==> src/rtl/input_debounce_pkg.sv <==
// Shared types and default parameters for the input_debounce block.
package input_debounce_pkg;

    localparam int DEB_CYCLES_DEF = 4;
    localparam int GCNT_W_DEF     = 8;

    typedef enum logic [0:0] {
        STABLE = 1'b0,
        CHECK  = 1'b1
    } state_e;

endpackage : input_debounce_pkg

==> src/rtl/input_debounce_sync2.sv <==
// Two-flop synchronizer for bringing an asynchronous line into the clk domain.
module sync2 (
    input  logic clk,
    input  logic rst,
    input  logic d,
    output logic q
);

    logic [1:0] ff_q;

    // NOTE: sequential state always uses non-blocking assignments so every flop samples pre-edge values.
    always_ff @(posedge clk) begin
        if (rst) begin
            ff_q <= '0;
        end else begin
            ff_q <= {ff_q[0], d};
        end
    end

    assign q = ff_q[1];

endmodule : sync2

==> src/rtl/input_debounce.sv <==
// Debouncer: synchronizes raw_in and accepts a level change only after DEB_CYCLES stable samples.
// Optional rejected-change counter on glitch_cnt when INPUT_DEBOUNCE_GLITCH_CNT_EN is defined.
module input_debounce
    import input_debounce_pkg::*;
#(
    parameter int DEB_CYCLES = DEB_CYCLES_DEF,
    parameter int GCNT_W     = GCNT_W_DEF
) (
    input  logic              clk,
    input  logic              rst,
    input  logic              raw_in,
    output logic              ina,
    output logic              rise,
    output logic              fall,
`ifdef INPUT_DEBOUNCE_GLITCH_CNT_EN
    output logic              busy,
    output logic [GCNT_W-1:0] glitch_cnt
`else
    output logic              busy
`endif
);

    localparam int                CNT_W    = $clog2(DEB_CYCLES + 1);
    localparam logic [CNT_W-1:0]  CNT_LAST = CNT_W'(DEB_CYCLES - 1);

    logic             s;
    state_e           state_q, state_d;
    logic [CNT_W-1:0] cnt_q,   cnt_d;
    logic             ina_q,   ina_d;
    logic             rise_q,  rise_d;
    logic             fall_q,  fall_d;
    logic             accept;

    sync2 u_sync2 (
        .clk (clk),
        .rst (rst),
        .d   (raw_in),
        .q   (s)
    );

    // NOTE: every combinational output gets a default first, so no path can infer a latch.
    always_comb begin
        state_d = state_q;
        cnt_d   = cnt_q;
        ina_d   = ina_q;
        rise_d  = 1'b0;
        fall_d  = 1'b0;
        accept  = 1'b0;

        case (state_q)
            STABLE: begin
                cnt_d = '0;
                if (s != ina_q) begin
                    // With a single-sample window the first differing sample is already enough.
                    if (DEB_CYCLES == 1) begin
                        accept = 1'b1;
                    end else begin
                        state_d = CHECK;
                        cnt_d   = CNT_W'(1);
                    end
                end
            end
            CHECK: begin
                if (s == ina_q) begin
                    state_d = STABLE;
                    cnt_d   = '0;
                end else if (cnt_q >= CNT_LAST) begin
                    accept = 1'b1;
                end else begin
                    cnt_d = cnt_q + CNT_W'(1);
                end
            end
            default: begin
                state_d = STABLE;
                cnt_d   = '0;
            end
        endcase

        if (accept) begin
            state_d = STABLE;
            cnt_d   = '0;
            ina_d   = s;
            rise_d  = s;
            fall_d  = ~s;
        end
    end

    always_ff @(posedge clk) begin
        if (rst) begin
            state_q <= STABLE;
            cnt_q   <= '0;
            ina_q   <= 1'b0;
            rise_q  <= 1'b0;
            fall_q  <= 1'b0;
        end else begin
            state_q <= state_d;
            cnt_q   <= cnt_d;
            ina_q   <= ina_d;
            rise_q  <= rise_d;
            fall_q  <= fall_d;
        end
    end

    assign ina  = ina_q;
    assign rise = rise_q;
    assign fall = fall_q;
    assign busy = (state_q == CHECK);

`ifdef INPUT_DEBOUNCE_GLITCH_CNT_EN
    logic              glitch_evt;
    logic [GCNT_W-1:0] gcnt_q;

    // A candidate that reverts before qualification is a glitch, including on the final sample.
    assign glitch_evt = (state_q == CHECK) && (s == ina_q);

    always_ff @(posedge clk) begin
        if (rst) begin
            gcnt_q <= '0;
        end else if (glitch_evt && (gcnt_q != '1)) begin
            gcnt_q <= gcnt_q + GCNT_W'(1);
        end
    end

    assign glitch_cnt = gcnt_q;
`endif

endmodule : input_debounce

==> config.mk <==
export PLATFORM = sky130hd
export DESIGN_NAME = input_debounce
export DESIGN_NICKNAME = d
export VERILOG_FILES = /design/src/rtl/input_debounce_pkg.sv /design/src/rtl/input_debounce_sync2.sv /design/src/rtl/input_debounce.sv
export SDC_FILE = /design/constraint.sdc
export NUM_CORES = 1
export LEC_CHECK = 0
export CAP_MARGIN = 20
export CORE_AREA = 2 2 39 41
export DETAILED_ROUTE_END_ITERATION = 10
export DIE_AREA = 0 0 41 43
export GPL_TIMING_DRIVEN = 0
export PLACE_DENSITY = 0.45
export SLEW_MARGIN = 20
export SYNTH_ARGS = -nofsm -noshare
export SYNTH_HDL_FRONTEND = slang
export SYNTH_SLANG_ARGS = --single-unit
==> constraint.sdc <==
create_clock -name clk -period 2.9 [get_ports clk]
set_input_delay 0.725 -clock clk [delete_from_list [all_inputs] [get_ports clk]]
set_output_delay 0.725 -clock clk [all_outputs]
set_load 0.01 [all_outputs]
Word-level counts from Yosys, hierarchy flattened
Index checks and enable logic that the tools add are counted.
{"block": "word_totals", "elab_cells": 26, "out_inout_bits": 4, "reg_bits": 9}
{"block": "op_classes", "add_sub_neg": 1, "order_cmp": 1, "reduce_logical": 2, "n_bitwise": 3, "eq_ne": 3, "mux": 10}
{"op": "$mux 1", "count": 6}
{"op": "$mux 3", "count": 2}
{"op": "$pmux 3 s2", "count": 1}
{"op": "$reduce_or 2->1", "count": 2}
{"op": "$add 3x1->3 const B", "count": 1}
{"op": "$ge 3x2->1 const B", "count": 1}
{"op": "$ne 3x3->1 const B", "count": 1}
{"op": "$not 1->1", "count": 3}
{"op": "$pmux 1 s2", "count": 1}
{"op": "$eq 1x1->1", "count": 1}
{"op": "$ne 1x1->1", "count": 1}

Logic depth before layout (Yosys ltp)
{"block": "depth", "word_depth": 6, "ltp_mapped": 5, "ltp_nobuf": 5}

Cells and area by module
From an unflattened synthesis, not the netlist that was laid out.
{"block": "hier_totals", "hier_cells": 26, "area_unflattened_um2": 319.1}
{"mod": "input_debounce", "seq_area_each_um2": 140.1, "instances": 1, "area_per_inst_um2": 266.5, "cells_per_inst": 22}
{"mod": "sync2", "seq_area_each_um2": 40.0, "instances": 1, "area_per_inst_um2": 52.6, "cells_per_inst": 4}

Worst setup path before layout
OpenSTA, ideal clock, no wires.
{"block": "synth_timing", "path_kind": "reg-to-reg", "from": "reg cnt_q[0]", "to": "reg cnt_q[1]", "stages_incl_launch_ff": 6, "path_buffers": 0, "synth_period_minus_slack_ps": 1397, "setup_slack_ps": 1503, "t_arrival_ps": 1338, "required_ps": 2841, "path_cell_list": "dfxtp_1 > ha_1 > ha_1 > a211o_1 > a211oi_2 > and3_2"}
{"block": "synth_via", "elab_chain_len": 5}
{"element": "start: declaration", "line": "input_debounce.sv:28", "rtl": "logic [CNT_W-1:0] cnt_q, cnt_d;"}
{"element": "start signal: assignment", "line": "input_debounce.sv:97", "rtl": "cnt_q <= cnt_d;"}
{"element": "$ge 3x2->1", "line": "input_debounce.sv:67", "rtl": "end else if (cnt_q >= CNT_LAST) begin"}
{"element": "$mux 1", "line": "input_debounce.sv:67"}
{"element": "$mux 1", "line": "input_debounce.sv:64", "rtl": "if (s == ina_q) begin"}
{"element": "$mux 1", "line": "input_debounce.sv:50", "rtl": "case (state_q)"}
{"element": "$reduce_or 2->1 (no source line)"}
Parallel ways exist; a longest one is shown, timed or not. The select of a mux whose other input is x is not followed.
A chain may end at the register's enable or synchronous reset.

Final worst setup path
{"block": "layout_timing", "from": "reg state_q (netlist: busy)", "to": "out busy"}
{"element": "start: declaration", "line": "input_debounce.sv:27", "rtl": "state_e state_q, state_d;"}
{"element": "start signal: assignment", "line": "input_debounce.sv:96", "rtl": "state_q <= state_d;"}
{"element": "end: declaration", "line": "input_debounce.sv:19", "rtl": "output logic busy"}
No word-level cell between the ends.

==> impl_metrics.ini <==
[outcome]
outcome = complete, no violations

[floorplan]
io_pins = 7
die_y_um = 43
coreArea_mm2 = 0.001384
die_x_um = 41
num_rows = 14
dieArea_mm2 = 0.001763
start_util = 0.2306

[critical_path]
reg2reg_from = cnt_q[0]
worst_ep_arrival_time_ps = 1240
critical_path_class = flip-flop to output port
critPathBufInv = 1
crit_required_ps = 2170
cp-startpoint = busy
crit_path_start_kind = flip-flop
crit_fanout = 6
crit_slowest_cell = clkdlybuf4s50_1
slowest_delay_ps = 570
endpoint_kind = output port
cp_top_family = buffers and inverters
worstPathCellList = clkdlybuf4s50_1

[final_layout]
drive_above_1_share = 0.1389
instances_no_fill = 52
area_delta_synth_final_pct = 33.33
nNetsFinal = 42
final_cell_mix = dfxtp_1 (9), clkdlybuf4s50_1 (6), clkbuf_4 (3)
final_common_cell = dfxtp_1
final_util = 0.3074
insertedDiodeCount = 0

[synthesis]
avgSynthCellArea_um2 = 12.27
ys_ff_latch = 9
synthCells = 26
mappedNetlistArea_um2 = 319.1
synth_seq_area_share = 0.5647
synth.distinct_cells = 14
synth_warnings = 0
syn_nets = 31

[run]
cap_violations = 0

[timing]
setup_viol = 0
slew-limit-headroom = 0.8252
fin_ws_ps = 935.1
tns_ps = 0
finalCriticalPeriod_ps = 1965
maxSlewViolCount = 0
tightest_slew_ps = 261.7
clock_skew_ps = 1.217
finalHoldViolations = 0
rsz0062_at_grt = no
fmax_mhz = 508.9
fin_crit_sh = 0.6775

[cts]
cts_tree = yes
cts_num_sinks = 9
numCtsBuffers = 3
clockBufferDepth = 2
cts_max_level = 1
cts_hold_buf = 0
postCtsSetupBuffers = 0
cts_resized = 0
path_clk_slew_ps = 60
clk_latency_ps = 260
cts_root_buffer = clkbuf_4

[placement]
place_inst = 48
dp_slack_ps = 1097
io_buffers = 6
gp_congestion = 0.6216

[drt]
ant_nets = 0
firstDrtPassIters = 3
viasPerCell = 4.288
wl_um = 460
routedWlPerCell_um = 8.846
drc = 0
drt_iter0_drc = 1
vias = 223

[power]
swShare = 0.2065
total_power_uw = 231.6
ir_worst_vdd_mv = 0.1796
power.share.sequential = 0.550
power_frac_comb = 0.034
p_clk_frac = 0.417
switchingPower_uw = 47.81
p_per_area_mw_per_mm2 = 544.4
p_int_uw = 183.8
p_leak_uw = 0.0001752

[global_routing]
grt_start_max_net_pins = 8
antenna_found_initial = 0
grt_pass1_vias = 209
grt_overflow = 0
grt_pass1_wl_um = 834
grtUsageTotal = 0.07452

[worst_hold_path]
min_from = u_sync2.ff_q[0]
hp-class = flip-flop to flip-flop
[logic make-up (layout without fill, tap and decap cells)]
group,after synthesis,count (layout),share of synthesized area
and+or+nand+nor,9,9,0.1961
AOI/OAI and AO/OA,3,3,0.09020
xor gates and xnor gates,1,1,0.02746
buffers and inverters,1,11,0.01175
adders and majority gates,2,2,0.07842
DFF,9,9,0.5647
muxes,1,1,0.03137
[power groups by stage]
stage          clock network (uW)  logic, uW  registers [uW]
6_report                     96.5       7.80             127
5_1_grt                       107       8.76             128
4_1_cts                      99.4       7.95             127
3_5_place_dp                    0       7.93             130
3_3_place_gp                    0       7.72             130
2_1_floorplan                   0       2.91             130
[Yosys cell counts]
cell / n / area share
a211o_1: 1 / 0.027
a211oi_2: 1 / 0.039
a21boi_1: 1 / 0.024
and3_2: 1 / 0.024
and3b_1: 1 / 0.027
dfxtp_1: 9 / 0.56
ha_1: 2 / 0.078
inv_1: 1 / 0.012
mux2i_1: 1 / 0.031
nand2_1: 1 / 0.012
nand2b_1: 2 / 0.039
nor2b_1: 2 / 0.039
nor4b_1: 2 / 0.055
xnor2_1: 1 / 0.027
[through the flow]
| stage | hold WS [ps] | instance area (um2) |
|---|---|---|
| after floorplan | 413.8 | 319.1 |
| after global placement | 424.8 | 399.1 |
| after detailed placement | 437.2 | 399.1 |
| after CTS | 451.4 | 425.4 |
| after global routing | 469.8 | 425.4 |
| final | 449.8 | 425.4 |
[layout make-up]
| class | count | area [um2] |
|---|---|---|
| clock buffer | 4 | 26.28 |
| fill | 156 | 958.4 |
| inverter | 1 | 3.754 |
| multi-input combinational | 16 | 135.1 |
| sequential | 9 | 180.2 |
| tap | 16 | 20.02 |
| timing repair buffer | 6 | 60.06 |
[flip-flops by register name (all words and copies together), names as in the netlist]
name,cells
cnt_q,3
rise,1
fall,1
ina,1
u_sync2.ff_q,2
busy,1
[worst paths after layout]
path | to | slack, ps | cells after the start
setup / recovery | busy | 940 | 1
hold reg to reg | u_sync2.ff_q[1] | 450 | 1
setup reg to reg | cnt_q[0] | 1380 | 5
hold / removal | u_sync2.ff_q[1] | 450 | 1
[layer usage]
metal	wire length, um	track usage	share of wire	up-vias
li1	-	-	-	110
met4	21	0.08000	0.046	0
met1	210	0.09091	0.46	102
met5	0	0	0	-
met3	27	0.03141	0.059	4
met2	201	0.08750	0.44	7
Power figures use the tool's default switching activity.
